### src/rtl/uart_tx_arbiter.sv
// Round-robin arbiter sharing one 8N1 UART transmitter among NUM_REQ byte sources.
// Define UART_TX_ARB_PARITY_EN to insert an even-parity bit (8E1 frames).
`timescale 1ns/1ps

module uart_tx_arbiter #(
  parameter int unsigned NUM_REQ           = 4,
  parameter int unsigned SYSTEM_CLOCK_FREQ = 100000000,
  parameter int unsigned BAUD_RATE         = 115200
) (
  input  logic                       clk,
  input  logic                       rst,
  input  logic [NUM_REQ-1:0]         req_valid,
  input  logic [8*NUM_REQ-1:0]       req_data,
  output logic [NUM_REQ-1:0]         req_ready,
  output logic [$clog2(NUM_REQ)-1:0] grant_id,
  output logic                       busy,
  output logic                       tx
);

  localparam int unsigned DIVIDER = SYSTEM_CLOCK_FREQ / BAUD_RATE;
  localparam int          ID_W    = $clog2(NUM_REQ);
  localparam int          CNT_W   = $clog2(DIVIDER);

  localparam logic [CNT_W-1:0] BAUD_LAST = CNT_W'(DIVIDER - 1);
  localparam logic [ID_W-1:0]  LAST_INIT = ID_W'(NUM_REQ - 1);

`ifdef UART_TX_ARB_PARITY_EN
  typedef enum logic [2:0] {IDLE, START, DATA, PARITY, STOP} state_t;
`else
  typedef enum logic [1:0] {IDLE, START, DATA, STOP} state_t;
`endif

  state_t             state_q, state_n;
  logic [CNT_W-1:0]   baud_q, baud_n;
  logic [2:0]         bit_q, bit_n;
  logic [7:0]         shift_q, shift_n;
  logic               tx_q, tx_n;
  logic               busy_q, busy_n;
  logic [NUM_REQ-1:0] ready_q, ready_n;
  logic [ID_W-1:0]    grant_q, grant_n;
  logic [ID_W-1:0]    last_q, last_n;
`ifdef UART_TX_ARB_PARITY_EN
  logic               par_q, par_n;
`endif

  logic               bit_end;
  logic               found;
  logic [ID_W-1:0]    cand;
  logic [ID_W-1:0]    try_id;
  int unsigned        scan_idx;

  assign bit_end = (baud_q == BAUD_LAST);

  // Round-robin scan: first pending requester after the last grant, wrapping.
  always_comb begin
    found    = 1'b0;
    cand     = '0;
    scan_idx = 0;
    try_id   = '0;
    for (int unsigned k = 1; k <= NUM_REQ; k++) begin
      scan_idx = 32'(last_q) + k;
      if (scan_idx >= NUM_REQ) scan_idx = scan_idx - NUM_REQ;
      try_id = ID_W'(scan_idx);
      if (!found && req_valid[try_id]) begin
        found = 1'b1;
        cand  = try_id;
      end
    end
  end

  // tx is registered from the current state, so the line lags the FSM by one
  // clock: the start bit appears the cycle after the accept pulse.
  always_comb begin
    state_n = state_q;
    baud_n  = bit_end ? '0 : baud_q + CNT_W'(1);
    bit_n   = bit_q;
    shift_n = shift_q;
    tx_n    = 1'b1;
    busy_n  = busy_q;
    ready_n = '0;
    grant_n = grant_q;
    last_n  = last_q;
`ifdef UART_TX_ARB_PARITY_EN
    par_n   = par_q;
`endif

    case (state_q)
      IDLE: begin
        tx_n   = 1'b1;
        busy_n = 1'b0;
        baud_n = '0;
        if (found) begin
          ready_n[cand] = 1'b1;
          grant_n       = cand;
          last_n        = cand;
          shift_n       = req_data[{cand, 3'b000} +: 8];
`ifdef UART_TX_ARB_PARITY_EN
          par_n         = ^req_data[{cand, 3'b000} +: 8];
`endif
          busy_n        = 1'b1;
          state_n       = START;
        end
      end
      START: begin
        tx_n = 1'b0;
        if (bit_end) begin
          bit_n   = '0;
          state_n = DATA;
        end
      end
      DATA: begin
        tx_n = shift_q[0];
        if (bit_end) begin
          shift_n = shift_q >> 1;
          bit_n   = bit_q + 3'd1;
          if (bit_q == 3'd7) begin
`ifdef UART_TX_ARB_PARITY_EN
            state_n = PARITY;
`else
            state_n = STOP;
`endif
          end
        end
      end
`ifdef UART_TX_ARB_PARITY_EN
      PARITY: begin
        tx_n = par_q;
        if (bit_end) state_n = STOP;
      end
`endif
      STOP: begin
        tx_n = 1'b1;
        if (bit_end) begin
          busy_n  = 1'b0;
          state_n = IDLE;
        end
      end
      default: begin
        tx_n    = 1'b1;
        busy_n  = 1'b0;
        state_n = IDLE;
      end
    endcase
  end

  always_ff @(posedge clk or posedge rst) begin
    if (rst) begin
      state_q <= IDLE;
      baud_q  <= '0;
      bit_q   <= '0;
      shift_q <= '0;
      tx_q    <= 1'b1;
      busy_q  <= 1'b0;
      ready_q <= '0;
      grant_q <= '0;
      last_q  <= LAST_INIT;
`ifdef UART_TX_ARB_PARITY_EN
      par_q   <= 1'b0;
`endif
    end else begin
      state_q <= state_n;
      baud_q  <= baud_n;
      bit_q   <= bit_n;
      shift_q <= shift_n;
      tx_q    <= tx_n;
      busy_q  <= busy_n;
      ready_q <= ready_n;
      grant_q <= grant_n;
      last_q  <= last_n;
`ifdef UART_TX_ARB_PARITY_EN
      par_q   <= par_n;
`endif
    end
  end

  assign tx        = tx_q;
  assign busy      = busy_q;
  assign req_ready = ready_q;
  assign grant_id  = grant_q;

endmodule

### config.mk
export PLATFORM = sky130hd
export DESIGN_NAME = uart_tx_arbiter
export DESIGN_NICKNAME = d
export VERILOG_FILES = /design/src/rtl/uart_tx_arbiter.sv
export SDC_FILE = /design/constraint.sdc
export NUM_CORES = 1
export LEC_CHECK = 0
export ABC_AREA = 1
export CORE_ASPECT_RATIO = 0.75
export CORE_UTILIZATION = 31
export CTS_CLUSTER_DIAMETER = 40
export CTS_CLUSTER_SIZE = 10
export DETAILED_ROUTE_END_ITERATION = 8
export PLACE_DENSITY = 0.57
export SYNTH_ARGS = -nofsm -noshare
export SYNTH_HDL_FRONTEND = slang
export SYNTH_SLANG_ARGS = --single-unit
export TNS_END_PERCENT = 1
### constraint.sdc
create_clock -name clk -period 2.3 [get_ports clk]
set_input_delay 0.345 -clock clk [delete_from_list [all_inputs] [get_ports clk]]
set_output_delay 0.345 -clock clk [all_outputs]
set_load 0.01 [all_outputs]
==> results of run 1 <==
==> cell usage in the layout, fill, tap and decap left out, types with 2 or more instances in the layout <==
master,netlist,layout
o31ai_1,2,2
buf_4,1,17
nand2_2,15,15
nand2_1,97,95
nand3_1,26,25
nand2_4,3,5
nand3_2,1,2
clkbuf_8,0,5
clkdlybuf4s50_1,0,45
o21bai_1,4,4
nand4_1,5,5
dfrtp_1,30,30
dfstp_2,3,2
inv_1,18,18
o211ai_1,3,3
o21ai_0,7,7
nand3_4,4,6
a21oi_1,6,6
nor3_1,11,11
nor2_1,26,26
xor2_1,2,2
and3_1,3,3
inv_2,4,4
clkinv_2,2,4
ha_1,9,9
nor2_4,3,3
==> cells by family (layout without fill, tap and decap cells) <==
family / after synthesis / after routing
adder cells (fa/ha/maj): 9 / 9
AND/OR/NAND/NOR: 198 / 200
AO/OA/AOI/OAI: 25 / 25
buffers and inverters: 32 / 97
XOR/XNOR: 2 / 2
flip-flops: 33 / 33
==> critical path: stages, from the launching register on <==
cell      delay, ps
dfstp_4         680
inv_8            60
nand2_1          60
nand2_1          70
nor2_1          230
nor2_1          120
nand3_4         150
clkinv_2        110
nor2_4          170
buf_4           150
nand2_1          50
nand2_1          50
nand2_1          40
nand3_1          60
nand2_1          50
nand2_1          50
==> routing by layer <==
metal  vias to the layer above  share of wire [%]  global-route usage (%)
met2                        47                 43                   23.29
met4                         0               0.63                   3.865
met5                         -                  0                       0
met3                         5                4.8                   3.486
li1                       1107                  -                       -
met1                       997                 51                   20.00
==> flip-flops by register name (all words and copies together) (netlist names) <==
name and count:
bit_q 3, tx 1, req_ready 4, state_q 2, baud_q 10, last_q 2, busy 1, shift_q 8
grant_id 2
==> per-stage QoR <==
step	instances	cell area, um^2	TNS, ps
5_1_grt	464	3072	-68.85
3_5_place_dp	440	2796	0
4_1_cts	448	2883	0
2_1_floorplan	299	2246	0
6_report	464	3072	0
3_3_place_gp	440	2796	0
==> timing repair <==
action                                 CTS  global route
gates resized for setup                  0            12
setup endpoints to repair                0             7
hold buffers                             0             0
endpoints found under the hold margin    0             0
setup buffers                            0            14
==> worst paths after layout <==
path | startpoint | to | slack, ps
max | last_q[0] | shift_q[6] | 130
min | rst | shift_q[6] | 460
max reg2reg | last_q[0] | shift_q[6] | 130
min reg2reg | shift_q[3] | shift_q[3] | 480
max in group asynchronous | rst | last_q[1] | 1510
min in group clk | shift_q[3] | shift_q[3] | 480
==> final cells by class <==
type	instances	area, um^2	share of cell area (%)
Multi-Input combinational cell	236	1316	42.85
Timing Repair Buffer	64	609.3	19.84
Sequential cell	33	833.3	27.13
Clock buffer	5	68.82	2.240
Clock inverter	3	17.52	0.5703
Inverter	25	103.9	3.381
Tap cell	98	122.6	3.992
==> report_power, final <==
| group | internal [mW] | switching, mW | total (mW) |
|---|---|---|---|
| Combinational | 0.111 | 0.101 | 0.212 |
| Clock | 0.208 | 0.209 | 0.418 |
| Sequential | 0.580 | 0 | 0.580 |
==> summary.md, run 1 <==
| Metric | Value |
|---|---|
| Status | `complete, no violations` |
| Setup CP Type | `flop to flop` |
| H-tree depth | `2` |
| Register bit total from synthesis | `33` |
| Maxcap violations | `0` |
| Adder-cell share of the synthesized area | `5.014%` |
| Hold Slack | `458.5 ps` |
| CTS sink cnt | `33` |
| Final ANT Viol Nets | `0` |
| Initial DRC Count | `99` |
| Die area | `7593 um^2` |
| Crit path capture type | `flop` |
| Core area | `6897 um^2` |
| Yosys top cell by area | `dfrtp_1` |
| Antenna violations before repair | `0` |
| Worst reg2reg path depth | `15` |
| Crit path required time | `2530 ps` |
| Post-synth top area share | `33.43%` |
| Worst-path fanout max | `10` |
| First-pass GRT wire length | `8.659 mm` |
| Number of global-route vias before repair | `1943` |
| Main synth FF type | `dfrtp_1` |
| Asr flop ratio synth | `100.0%` |
| Synth top area cells | `dfrtp_1 (33%), nand2_1 (16%), nand3_1 (5.8%), ha_1 (5.0%), nor2_1 (4.3%)` |
| Slew @ Worst Pin | `430.4 ps` |
| N_diodes | `0` |
| Post-synthesis sequential area ratio | `36.94%` |
| Syn. warnings | `0` |
| IO Count | `46` |
| Share of cells above drive strength 1 | `19.40%` |
| Crit path launch type | `flop` |
| DR pass1 iterations | `4` |
| Post-synth top cells | `nand2_1 (97), dfrtp_1 (30), nand3_1 (26), nor2_1 (26), inv_1 (18)` |
| Maximum number of pins on one net before global-route repair | `34` |
| Cell count after synthesis | `299` |
| CTS tree | `done` |
| Largest family of logic cells by synthesized area | `simple AND/OR/NAND/NOR gates` |
| Area growth from synthesis to layout | `36.77%` |
| Max VDD drop | `0.0002288 V` |
| Synth Area in Compound Gates | `6.964%` |
| # DRC | `0` |
| Setup Skew | `6.795 ps` |
| Tot GR Track Use | `14.58%` |
| Root Buffer | `clkbuf_8` |
| Post-Syn Area per Cell | `7.511 um^2` |
| Hpwl dp | `3.990 mm` |
| Post-synth EDFFs | `0` |
| Hold Path Class | `input pin to async pin` |
| Clock buffer count from CTS | `5` |
| Post-layout min period | `2168 ps` |
| Drt wl/cell | `12.25 um` |
| Final Util | `44.54%` |
| RD Place Congestion | `0.8106` |
| Leak | `1.548 nW` |
| Worst setup margin | `132.3 ps` |
| CTS clock-pin slew for the worst setup and hold paths | `70 ps` |
| Post-synthesis mux area share | `0%` |
| Worst-skew pair later-pin latency | `280 ps` |
| Die height | `75.72 um` |
| WP data arrival | `2390 ps` |
| Final Setup Violations | `0` |
| Vias per inst | `4.647` |
| Slew Limit Headroom | `71.30%` |
| Via count of the routed design | `2156` |
| Worst slack, placed | `2.778 ps` |
| Final hold vios | `0` |
| Post-Syn Nets | `346` |
| Final Max Tran Viols | `0` |
| Routed WL | `5.683 mm` |
| Row count | `26` |
| Synthesized area | `2246 um^2` |
| Layout Nets | `412` |
| Die Wd | `100.3 um` |
| Final worst path period share | `94.25%` |
| Post-synth cell types | `34` |
| Power Total | `1.210 mW` |
| Fill count | `713` |
| Fmax | `461.3 MHz` |
| Clock Path Buffers | `2` |
| Port bufs | `45` |
| Post-synthesis xor/xnor area fraction | `0.7799%` |
| Simple-gate share of the synthesized area | `43.01%` |
| Gr ovfl total | `0` |
| Power density over cell area | `393.8 nW/um^2` |
| Top-count cell post-synth | `nand2_1` |
| Initial Utilization | `32.57%` |
Power figures use the tool's default switching activity.
==> run 2: changes to the inputs <==
CELL_PAD_IN_SITES_DETAIL_PLACEMENT = 1   (was not set)
CELL_PAD_IN_SITES_GLOBAL_PLACEMENT = 2   (was not set)
CORE_UTILIZATION = 30   (was 31)
CTS_BUF_LIST = sky130_fd_sc_hd__clkbuf_8   (was not set)
PLACE_DENSITY = 0.86   (was 0.57)
==> summary.md, run 2 (synthesized netlist as in run 1, its figures left out) <==
| Metric | Value |
|---|---|
| Status | `complete, no violations` |
| Crit-path max cell delay | `670 ps (about the same)` |
| Slew @ Worst Pin | `443.8 ps (+13.35 ps)` |
| RD Place Congestion | `0.7874 (-2.9%)` |
| N_diodes | `0 (unchanged)` |
| Number of buffers and inverters on the critical path | `2 (-1)` |
| Crit path required time | `2470 ps (-60 ps)` |
| Leak | `1.501 nW (-3.0%)` |
| Slowest stage cell, crit path | `dfstp_4` |
| Row count | `26 (unchanged)` |
| Clock Path Buffers | `2 (unchanged)` |
| Post-layout min period | `2152 ps (-15.88 ps)` |
| Leading cell type in the layout, fill and taps excluded | `nand2_1` |
| Die area | `7840 um^2 (+3.3%)` |
| Max reg flops | `10 (unchanged)` |
| Worst path cell trace | `inv_8 > nand2_1 > nand2_2 > nand2_1 > inv_1 > a31oi_2 > nand3_4 > nand3_1 > nand3_1 > o21bai_1 > nand2_1` |
| Drt wl/cell | `13.60 um (+11%)` |
| Crit path launch type | `flop` |
| Maximum number of pins on one net before global-route repair | `34 (unchanged)` |
| RSZ-0062 raised after global routing | `true` |
| Area growth from synthesis to layout | `33.59%` |
| Number of global-route vias before repair | `2161 (+11%)` |
| Setup Skew | `7.586 ps (+0.7912 ps)` |
| Initial DRC Count | `47 (-53%)` |
| Vias per inst | `4.731 (+1.8%)` |
| Final ANT Viol Nets | `0 (unchanged)` |
| H-tree depth | `2 (unchanged)` |
| Antenna violations before repair | `0 (unchanged)` |
| CTS tree | `done` |
| Final hold vios | `0 (unchanged)` |
| Power density over cell area | `451.2 nW/um^2 (+15%)` |
| Via count of the routed design | `2143 (-0.60%)` |
| Hold Path Class | `input pin to async pin` |
| Most frequent cells in the layout | `nand2_1 (96), clkdlybuf4s50_1 (45), dfrtp_1 (30)` |
| Crit path capture type | `flop` |
| Fmax | `464.7 MHz (+0.74%)` |
| Gr ovfl total | `0 (unchanged)` |
| Setup CP Type | `flop to flop` |
| Critical path's top delay family | `simple AND/OR/NAND/NOR gates` |
| Clock buffer count from CTS | `5 (unchanged)` |
| First-pass GRT wire length | `10.01 mm (+16%)` |
| Worst-skew pair later-pin latency | `290 ps (about the same)` |
| IO Count | `46 (unchanged)` |
| CTS sink cnt | `33 (unchanged)` |
| Final Setup Violations | `0 (unchanged)` |
| Die Wd | `101.9 um (+1.6%)` |
| Hold Slack | `451.7 ps (-6.818 ps)` |
| Root Buffer | `clkbuf_8` |
| Max VDD drop | `0.0002060 V (-10%)` |
| Share of cells above drive strength 1 | `17.18% (-2.2 points)` |
| Initial Utilization | `31.96% (-0.60 points)` |
| Hpwl dp | `4.806 mm (+20%)` |
| Worst-path fanout max | `16 (+6)` |
| Slew Limit Headroom | `70.41% (-0.89 points)` |
| CTS clock-pin slew for the worst setup and hold paths | `70 ps (about the same)` |
| DR pass1 iterations | `4 (unchanged)` |
| Final worst path period share | `93.56% (-0.69 points)` |
| Fill count | `898 (+26%)` |
| Maxcap violations | `0 (unchanged)` |
| Placed cell area | `2836 um^2 (+1.4%)` |
| Crit path top cell by count | `nand2_1` |
| Final Instance Area | `3000 um^2 (-2.3%)` |
| Final Max Tran Viols | `0 (unchanged)` |
| Routed WL | `6.161 mm (+8.4%)` |
| # DRC | `0 (unchanged)` |
| Layout Nets | `401 (-2.7%)` |
| Die height | `76.93 um (+1.6%)` |
| Tot GR Track Use | `16.47% (+1.9 points)` |
| WP data arrival | `2320 ps (-70 ps)` |
| Hold Buf Count CTS | `0 (unchanged)` |
| Core area | `7027 um^2 (+1.9%)` |
| Port bufs | `45 (unchanged)` |
| Top reg by flops | `baud_q` |
## run 2: cell types whose count changed in the layout (fill, tap and decap cells not counted), sizes merged
| cell | change |
|---|---|
| nand3 | -2 |
| clkinv | -2 |
| bufinv | +1 |
| buf | -9 |
| clkbuf | +1 |
## run 2: stage by stage
stage	std cells	setup WS (ps)	util (%)	setup TNS, ps	power, mW
after CTS	450	55.28	42.08	0	1.375
after global placement	442	22.18	40.37	0	0.7854
after floorplan	299	426.6	-	0	0.6897
after detailed placement	442	8.729	40.37	0	0.7867
final	453	148.2	42.70	0	1.354
after global routing	453	-17.95	42.70	-23.77	1.423
## run 2: timing repair
item,in CTS,in global routing
gates resized for setup,0,8
setup buffers,0,3
setup endpoints to repair,0,9
## run 2: path summary, 6_finish.rpt
path	start	slack, ps	cells past startpoint	endpoint
worst max-delay path	last_q[0]	150	11	shift_q[5]
worst min-delay path	rst	450	3	shift_q[3]
worst max register to register	last_q[0]	150	11	shift_q[5]
worst min register to register	shift_q[1]	490	2	shift_q[1]
max in group asynchronous	rst	1490	3	last_q[1]
min in group clk	shift_q[1]	490	2	shift_q[1]
## run 2: layer usage
metal	share of wire [%]	global-route usage [%]	wire length, um
met1	49	21.83	3029
met3	4.7	3.920	287
met5	0	0	0
met4	0.93	3.857	57
met2	45	26.96	2788
## run 2: report_power, final
group	switching (mW)	leakage (nW)	internal [mW]	total [mW]
sequential	0	0.426	0.580	0.580
clock	0.227	0.0574	0.352	0.579
combinational	0.0950	1.02	0.0995	0.195
## run 2: tightest hold or removal path: cells and delay by family
| family | cells | cell delay (ps) |
|---|---|---|
| buffers and inverters | 3 | 830 |
## run 2: area by class of cell
| class | instances | area [um^2] | share of cell area (%) |
|---|---|---|---|
| multi-input cells | 234 | 1270 | 42.33 |
| flip-flops and latches | 33 | 833.3 | 27.77 |
| repair buffers | 55 | 550.5 | 18.35 |
| well taps | 98 | 122.6 | 4.087 |
| inverters | 25 | 103.9 | 3.461 |
| clock buffers | 6 | 82.58 | 2.752 |
| clock inverters | 2 | 37.54 | 1.251 |
